`src/rtl/timer_sched.sv`:
```
// timer_sched: shares one timer among N_REQ hardware requesters.
//
// This block is the only bus master on the timer's register port. It arbitrates
// the pending requests and programs the timer for a one-shot delay on behalf of
// the winner. It then waits for the timer irq, acknowledges it, and pulses done
// to the winner. If the owner drops its request while the timer runs, the timer
// is stopped and the irq is cleared, and no done pulse is given.
//
// Ports
//   clk        clock
//   reset      asynchronous reset, active low
//   req        level request per requester, held until done or cancelled
//   delay      per-requester delay in clk cycles, slice n = [32n+31:32n]
//   done       one-cycle completion pulse to the owner
//   busy       timer owned (FSM not idle)
//   owner      index of the current owner, valid while busy
//   t_cs_      timer chip select, active low
//   t_as_      timer address strobe, active low
//   t_rw       timer read (1) / write (0)
//   t_addr     timer register address
//   t_wr_data  timer write data
//   t_rd_data  timer read data (unused, reserved for status reads)
//   t_rdy_     timer ready, active low
//   t_irq      timer expiry interrupt
//
// Configuration
//   TIMER_SCHED_FIXED_PRIO_EN  defined: fixed priority, lowest index wins, no
//                              round-robin pointer. Undefined: round-robin.
//
// Each register write takes two states: *_S drives both strobes low for one
// cycle, and *_W holds the strobes high until the timer reports ready.

module timer_sched #(
  parameter int unsigned N_REQ = 4,
  parameter int unsigned ID_W  = 2
) (
  input  logic                  clk,
  input  logic                  reset,
  input  logic [N_REQ-1:0]      req,
  input  logic [N_REQ*32-1:0]   delay,
  output logic [N_REQ-1:0]      done,
  output logic                  busy,
  output logic [ID_W-1:0]       owner,
  output logic                  t_cs_,
  output logic                  t_as_,
  output logic                  t_rw,
  output logic [1:0]            t_addr,
  output logic [31:0]           t_wr_data,
  input  logic [31:0]           t_rd_data,
  input  logic                  t_rdy_,
  input  logic                  t_irq
);

  localparam logic        StrobeOn  = 1'b0;
  localparam logic        StrobeOff = 1'b1;
  localparam logic        BusRead   = 1'b1;
  localparam logic        BusWrite  = 1'b0;

  localparam logic [1:0]  AddrCtrl    = 2'd0;
  localparam logic [1:0]  AddrIntr    = 2'd1;
  localparam logic [1:0]  AddrExpr    = 2'd2;
  localparam logic [1:0]  AddrCounter = 2'd3;

  // Control word: bit1 = mode (0 = one-shot), bit0 = start.
  localparam logic [31:0] CtrlOneShotStart = 32'h0000_0001;

  typedef enum logic [3:0] {
    StIdle,
    StExprS, StExprW,
    StCntS,  StCntW,
    StCtlS,  StCtlW,
    StRun,
    StStopS, StStopW,
    StIclrS, StIclrW
  } state_e;

  state_e          state_q, state_d;
  logic [ID_W-1:0] owner_q, owner_d;
  logic [31:0]     delay_q, delay_d;
  logic            cancel_q, cancel_d;
  logic [ID_W-1:0] grant;
  logic [31:0]     delay_arr [N_REQ];

  logic unused_rd;
  assign unused_rd = ^t_rd_data;

  always_comb begin
    for (int i = 0; i < N_REQ; i++) begin
      delay_arr[i] = delay[32*i +: 32];
    end
  end

`ifdef TIMER_SCHED_FIXED_PRIO_EN
  // Lowest requesting index wins.
  always_comb begin
    logic found;
    found = 1'b0;
    grant = '0;
    for (int unsigned k = 0; k < N_REQ; k++) begin
      if (!found && req[ID_W'(k)]) begin
        found = 1'b1;
        grant = ID_W'(k);
      end
    end
  end
`else
  logic [ID_W-1:0] rr_q, rr_d;

  // Scan from the rr pointer upwards, wrapping at N_REQ.
  always_comb begin
    logic            found;
    logic [ID_W-1:0] idx;
    found = 1'b0;
    grant = '0;
    for (int unsigned k = 0; k < N_REQ; k++) begin
      idx = ID_W'((32'(rr_q) + k) % N_REQ);
      if (!found && req[idx]) begin
        found = 1'b1;
        grant = idx;
      end
    end
  end

  always_ff @(posedge clk or negedge reset) begin
    if (!reset) begin
      rr_q <= '0;
    end else begin
      rr_q <= rr_d;
    end
  end
`endif

  always_ff @(posedge clk or negedge reset) begin
    if (!reset) begin
      state_q  <= StIdle;
      owner_q  <= '0;
      delay_q  <= '0;
      cancel_q <= 1'b0;
    end else begin
      state_q  <= state_d;
      owner_q  <= owner_d;
      delay_q  <= delay_d;
      cancel_q <= cancel_d;
    end
  end

  always_comb begin
    state_d   = state_q;
    owner_d   = owner_q;
    delay_d   = delay_q;
    cancel_d  = cancel_q;
`ifndef TIMER_SCHED_FIXED_PRIO_EN
    rr_d      = rr_q;
`endif
    done      = '0;
    t_cs_     = StrobeOff;
    t_as_     = StrobeOff;
    t_rw      = BusRead;
    t_addr    = '0;
    t_wr_data = '0;

    unique case (state_q)
      StIdle: begin
        if (|req) begin
          owner_d  = grant;
          delay_d  = delay_arr[grant];
          cancel_d = 1'b0;
          state_d  = StExprS;
        end
      end
      StExprS, StExprW: begin
        t_rw      = BusWrite;
        t_addr    = AddrExpr;
        t_wr_data = delay_q;
        if (state_q == StExprS) begin
          t_cs_   = StrobeOn;
          t_as_   = StrobeOn;
          state_d = StExprW;
        end else if (t_rdy_ == StrobeOn) begin
          state_d = StCntS;
        end
      end
      StCntS, StCntW: begin
        t_rw   = BusWrite;
        t_addr = AddrCounter;
        if (state_q == StCntS) begin
          t_cs_   = StrobeOn;
          t_as_   = StrobeOn;
          state_d = StCntW;
        end else if (t_rdy_ == StrobeOn) begin
          state_d = StCtlS;
        end
      end
      StCtlS, StCtlW: begin
        t_rw      = BusWrite;
        t_addr    = AddrCtrl;
        t_wr_data = CtrlOneShotStart;
        if (state_q == StCtlS) begin
          t_cs_   = StrobeOn;
          t_as_   = StrobeOn;
          state_d = StCtlW;
        end else if (t_rdy_ == StrobeOn) begin
          state_d = StRun;
        end
      end
      StRun: begin
        // Expiry takes precedence over a request dropped in the same cycle.
        if (t_irq) begin
          state_d = StIclrS;
        end else if (!req[owner_q]) begin
          cancel_d = 1'b1;
          state_d  = StStopS;
        end
      end
      StStopS, StStopW: begin
        t_rw   = BusWrite;
        t_addr = AddrCtrl;
        if (state_q == StStopS) begin
          t_cs_   = StrobeOn;
          t_as_   = StrobeOn;
          state_d = StStopW;
        end else if (t_rdy_ == StrobeOn) begin
          state_d = StIclrS;
        end
      end
      StIclrS, StIclrW: begin
        t_rw   = BusWrite;
        t_addr = AddrIntr;
        if (state_q == StIclrS) begin
          t_cs_   = StrobeOn;
          t_as_   = StrobeOn;
          state_d = StIclrW;
        end else if (t_rdy_ == StrobeOn) begin
          if (!cancel_q) begin
            done[owner_q] = 1'b1;
          end
`ifndef TIMER_SCHED_FIXED_PRIO_EN
          rr_d = (owner_q == ID_W'(N_REQ - 1)) ? '0 : owner_q + ID_W'(1);
`endif
          state_d = StIdle;
        end
      end
      default: state_d = StIdle;
    endcase
  end

  assign busy  = (state_q != StIdle);
  assign owner = owner_q;

endmodule
```
`config.mk`:
```
export PLATFORM = sky130hd
export DESIGN_NAME = timer_sched
export DESIGN_NICKNAME = d
export VERILOG_FILES = /design/src/rtl/timer_sched.sv
export SDC_FILE = /design/constraint.sdc
export NUM_CORES = 1
export LEC_CHECK = 0
export ABC_AREA = 1
export ABC_CLOCK_PERIOD_IN_PS = 3310
export BUFFER_PORTS_ARGS = -buffer_cell sky130_fd_sc_hd__buf_4
export CAP_MARGIN = 20
export CORE_UTILIZATION = 39
export CTS_CLUSTER_SIZE = 24
export DETAILED_ROUTE_END_ITERATION = 8
export GPL_TIMING_DRIVEN = 0
export HOLD_SLACK_MARGIN = 0.06
export PLACE_DENSITY_LB_ADDON = 0.25
export SLEW_MARGIN = 20
export SYNTH_ARGS = -nofsm -noshare
export SYNTH_HDL_FRONTEND = slang
export SYNTH_SLANG_ARGS = --single-unit
```
`constraint.sdc`:
```
create_clock -name clk -period 3.31 [get_ports clk]
set_clock_uncertainty 0.2 [all_clocks]
set_input_delay 0.662 -clock clk [delete_from_list [all_inputs] [get_ports clk]]
set_output_delay 0.662 -clock clk [all_outputs]
set_load 0.02 [all_outputs]
```
Word level (Yosys, flattened, before mapping)
Cells that the tools add are included.
{ "totals": {"register_bits": 41, "latch_bits": 0, "mem_bits_rw": 0, "romBits": 0, "inputBits": 168, "out_inout_bits": 44, "wordCells": 115, "n_memories": 0} }
{ "op_classes": {"n_addsub": 4, "mul": 0, "div": 0, "n_lt_le_gt_ge": 7, "n_eq_ne": 21, "shift": 0, "muxes": 54, "n_bitwise": 3, "reduce_logical": 21} }
{ "op_table": {"columns": ["cell", "count"], "rows": [
  ["4-bit 2-to-1 mux", 17],
  ["32-bit binary-select mux with 2-bit select", 1],
  ["32-bit 2-to-1 mux", 2],
  ["32-bit one-hot mux with 2 select lines", 1],
  ["4-bit one-hot mux with 7 select lines", 1],
  ["1-bit 2-to-1 mux", 18],
  ["3-bit inequality test, second input constant", 6],
  ["4-bit by 3-bit == test with 1-bit output, second input constant", 4],
  ["4-bit == test, second input constant", 4],
  ["2-bit by 3-bit < comparator with 1-bit output, second input constant", 5],
  ["1-bit binary-select mux with 2-bit select", 5],
  ["2-bit 2-to-1 mux", 5],
  ["10-bit OR reduction", 1],
  ["2-bit OR reduction", 5],
  ["4-bit by 2-bit == test with 1-bit output, second input constant", 2],
  ["7-bit AND reduction", 1],
  ["2-bit inequality test, second input constant", 3],
  ["2-bit one-hot mux with 3 select lines", 1],
  ["1-bit one-hot mux with 5 select lines", 1],
  ["2-bit by 1-bit adder with 2-bit output, second input constant", 2],
  ["2-bit adder, second input constant", 2],
  ["4-bit by 1-bit == test with 1-bit output, second input constant", 1],
  ["1-bit logical AND", 4],
  ["4-bit logical NOT", 1],
  ["14 further kinds", 17]
]} }

Longest topological paths before layout
{ "depth": {"ltp_word": 16, "ltp_mapped": 17, "depth_no_buf": 15} }

Worst setup path before layout
No wires, ideal clock.
{ "synth_timing": {"path_kind": "reg2out", "startpoint": "register state_q[0]", "endpoint": "output t_rw", "arrival_ns": 1.577, "required_time_ns": 2.448, "setup_slack_ns": 0.871, "path_stages_with_launch": 7, "path_buffers": 1, "cell_sequence": "dfrtp_1 > clkbuf_1 > inv_1 > nor2_1 > nor2_1 > nor2_1 > nor4_1"} }
{ "synth_via": {"elab_chain_cells": 3, "word_cells_on_any_way": 12, "cone_classes": "eq/ne: 10; mux: 1; reduce/logical: 1"} }
{ "synth_lines": {"columns": ["element", "line", "rtl"], "rows": [
  ["from (decl)", "77", "state_e state_q, state_d;"],
  ["from (signal assigned)", "135", "state_q <= StIdle;"],
  ["from (signal assigned)", "140", "state_q <= state_d;"],
  ["4-bit by 1-bit == test with 1-bit output (tied with other cells)", "162", "unique case (state_q)"],
  ["10-bit OR reduction (no source line) (*)", null, null],
  ["1-bit 2-to-1 mux (*)", "162", null],
  ["to (decl)", "46", "output logic t_rw,"]
]} }
Mark *: on every way between the ends. The rest lies on a longest branch, timed or not.

Final worst setup path
{ "layout_timing": {"startpoint": "register state_q[0]", "endpoint": "output t_wr_data[13]"} }
{ "layout_via": {"elab_chain_cells": 3, "word_cells_on_any_way": 7, "cone_classes": "eq/ne: 4; mux: 1; reduce/logical: 2"} }
{ "layout_lines": {"columns": ["element", "line", "rtl"], "rows": [
  ["4-bit by 3-bit == test with 1-bit output (tied with other cells)", "162", null],
  ["2-bit OR reduction", "162", null],
  ["32-bit one-hot mux with 2 select lines (*)", "162", null],
  ["to (decl)", "48", "output logic [31:0] t_wr_data,"]
]} }
Marks and branches as above.

==> impl_metrics.ini <==
[critical_path]
slowest_stage = clkbuf_1
critPathLaunchType = flip-flop
cp.required_ns = 2.45
cpMostUsedCell = nor2_1
crit_fanout = 10
arrival_ns = 2.27
end_kind = primary output
critPathKind = flip-flop to primary output
path_cells = clkbuf_1 -> inv_1 -> nor2_1 -> nor2_1 -> nor2_1 -> inv_1 -> clkbuf_1 -> nor2_1 -> buf_4
cp_slowest_stage_delay_ns = 0.49

[detailed_routing]
detail_route.iter0.violations = 168
via_count = 4534
firstDrtPassIters = 6
routed_wl_um = 11600
viasPerCell = 4.62
drc = 0
routedWlPerCell_um = 11.9
antenna_left = 0

[clock_network]
cts_tree = done
ctsLongestPathBuffers = 2
clockRootBuffer = clkbuf_8
clk_latency_ns = 0.28
clk_pin_slew_ns = 0.07
post_cts_buffers = 0
htree_levels = 2
cts.sink_count = 41
cts_buffers = 5

[yosys]
synth_top_family_by_area = simple AND/OR/NAND/NOR gates
syn_area_per_cell_um2 = 5.67
synth.distinct_cells = 30
yosys_warnings = 0
synth_compound_area_frac = 0.0536
synthSimpleGateAreaFrac = 0.466
syn_nets = 839
synthMuxAreaShare = 0.00265
ys_seq_area_frac = 0.271
synth_area_um2 = 3780
synthAdderAreaFrac = 0.0132
synth_xor_area_frac = 0
synthCells = 667
synth.ff_latch_count = 41

[global_route]
grt_max_degree = 42
grt_pass1_wl_um = 19300
gr-usage-all-layers = 0.236
met3_usage = 0.0402
top_usage_layer = met2
grt_pass1_vias = 4309
grt_use_met2 = 0.411
grt-ovfl-total = 0
antenna_found_initial = 0
met1_usage = 0.299

[floorplan]
die_height_um = 100
coreArea_um2 = 9330
die_x_um = 100
ios = 212
rows = 35
initial_core_util = 0.405
die_area_um2 = 10100

[run]
cap_violations = 0

[sta]
fin_tns_setup_ns = 0
setup_viol = 0
fin_crit_ns = 3.14
slew_headroom = 0.603
whs_ns = 0.148
tightest_slew_ns = 0.595
hold_violations = 0
clock.fmax_ghz = 0.319
drv_slew = 0
finalCritPeriodShare = 0.948
rsz0062_at_grt = no

[power]
p_leak_nw = 3.30
ir_drop_mv = 0.753
power_per_cell_area_nw_per_um2 = 1040

[status]
outcome = complete, no violations

[placement]
port_buffers = 179
hpwl_um = 9590
gp_congestion = 0.922

[finish]
fin_nets = 1025
syn2layout_area_growth_pct = 42.1
antenna_cells = 0
fillerInstances = 960
drive_above_1_share = 0.266
regArea_um2 = 1030
multiInputGateArea_um2 = 2020

[hold_path]
worstHoldPathType = input pin to async pin
per-stage QoR:
step	total power, W	cell area [um^2]	setup slack [ns]	cells	utilization
after floorplan	0.00403	3780	0.871	667	-
after global placement	0.00518	5290	0.554	975	0.567
after detailed placement	0.00528	5290	0.477	975	0.567
after CTS	0.00563	5370	0.152	982	0.576
after global routing	0.00626	5370	0.00176	982	0.576
final	0.00561	5370	0.174	982	0.576
cell usage after synthesis:
library cell | instances | area (um^2)
dfrtp_1 | 41 | 1030
mux2i_1 | 1 | 10.0
nand4_1 | 2 | 12.5
inv_1 | 139 | 522
o211ai_1 | 12 | 90.1
buf_1 | 1 | 3.75
nor2_1 | 51 | 191
nor3b_1 | 1 | 7.51
inv_6 | 1 | 8.76
nand4_4 | 1 | 21.3
buf_6 | 2 | 22.5
buf_2 | 16 | 80.1
inv_2 | 3 | 11.3
nor4_1 | 1 | 6.26
nand2_4 | 2 | 22.5
nand2_2 | 6 | 37.5
nor2_8 | 1 | 20.0
a21oi_1 | 6 | 30.0
clkbuf_1 | 12 | 45.0
o22ai_1 | 2 | 12.5
nand3_1 | 110 | 551
nand2_1 | 230 | 863
nor3_1 | 2 | 10.0
o21ai_1 | 1 | 5.00
buf_4 | 5 | 37.5
o21ai_0 | 9 | 45.0
ha_1 | 4 | 50.1
nor2_2 | 3 | 18.8
a211oi_2 | 1 | 12.5
a22oi_1 | 1 | 7.51
power breakdown:
group | total (W) | internal, W | switching, W
clock | 0.000324 | 0.000165 | 0.000158
combinational | 0.00440 | 0.00159 | 0.00282
sequential | 0.000888 | 0.000752 | 0.000136
placed cells by master, fill, tap and decap left out, types with 3 or more instances in the layout:
cell      netlist  routed
a21oi_1         6       6
buf_2          16      16
buf_4           5     184
clkbuf_1       12      12
clkbuf_8        0       6
dfrtp_1        41      41
ha_1            4       4
inv_1         139     139
inv_2           3       3
nand2_1       230     230
nand2_2         6       6
nand3_1       110     110
nor2_1         51      51
nor2_2          3       3
o211ai_1       12      12
o21ai_0         9       9
critical path, delay by kind of cell, from the launching register on:
kind | cells | cell delay (ns)
simple gates | 4 | 0.49
buf+inv | 5 | 1.12
flops | 1 | 0.36
what timing repair did:
action / in CTS / in global routing
hold buffers: 0 / 0
gates resized for setup: 0 / 2
endpoints found under the setup margin: 0 / 3
cell families after synthesis:
logic type / count (synthesis)
mux: 1
simple gates: 410
flops: 41
compound gates: 32
fa+ha+maj: 4
buf+inv: 179
state kept, by name, indices dropped and copies added, names as in the netlist:
signal    cells
delay_q      32
state_q       4
owner         2
rr_q          2
cancel_q      1
final timing paths:
check                                        start                       to  slack, ns  depth (start not counted)
hold / removal                               reset      rr_q[0]$_DFFE_PN0P_       0.15                          1
setup / recovery            state_q[0]$_DFFE_PN0P_            t_wr_data[13]       0.17                          9
setup reg to reg               rr_q[0]$_DFFE_PN0P_  delay_q[24]$_DFFE_PN0P_       0.96                         13
min in group clk           delay_q[31]$_DFFE_PN0P_  delay_q[31]$_DFFE_PN0P_       0.28                          2
hold reg to reg            delay_q[31]$_DFFE_PN0P_  delay_q[31]$_DFFE_PN0P_       0.28                          2
max in group asynchronous                    reset   delay_q[8]$_DFFE_PN0P_       2.38                          1
layer usage:
metal,wire [um],part of all wire,up-vias
li1,-,-,2378
met1,5040,0.43,1958
met2,5620,0.48,182
met3,758,0.065,16
met4,219,0.019,0
met5,0,0,-
final cells by class:
class / count / area share
Inverter: 143 / 0.101
Buffer: 36 / 0.0354
Multi-Input combinational cell: 447 / 0.377
Sequential cell: 41 / 0.191
Timing Repair Buffer: 179 / 0.250
Tap cell: 129 / 0.0300
Clock buffer: 7 / 0.0161
No activity file was read; power rests on OpenSTA's default activity.
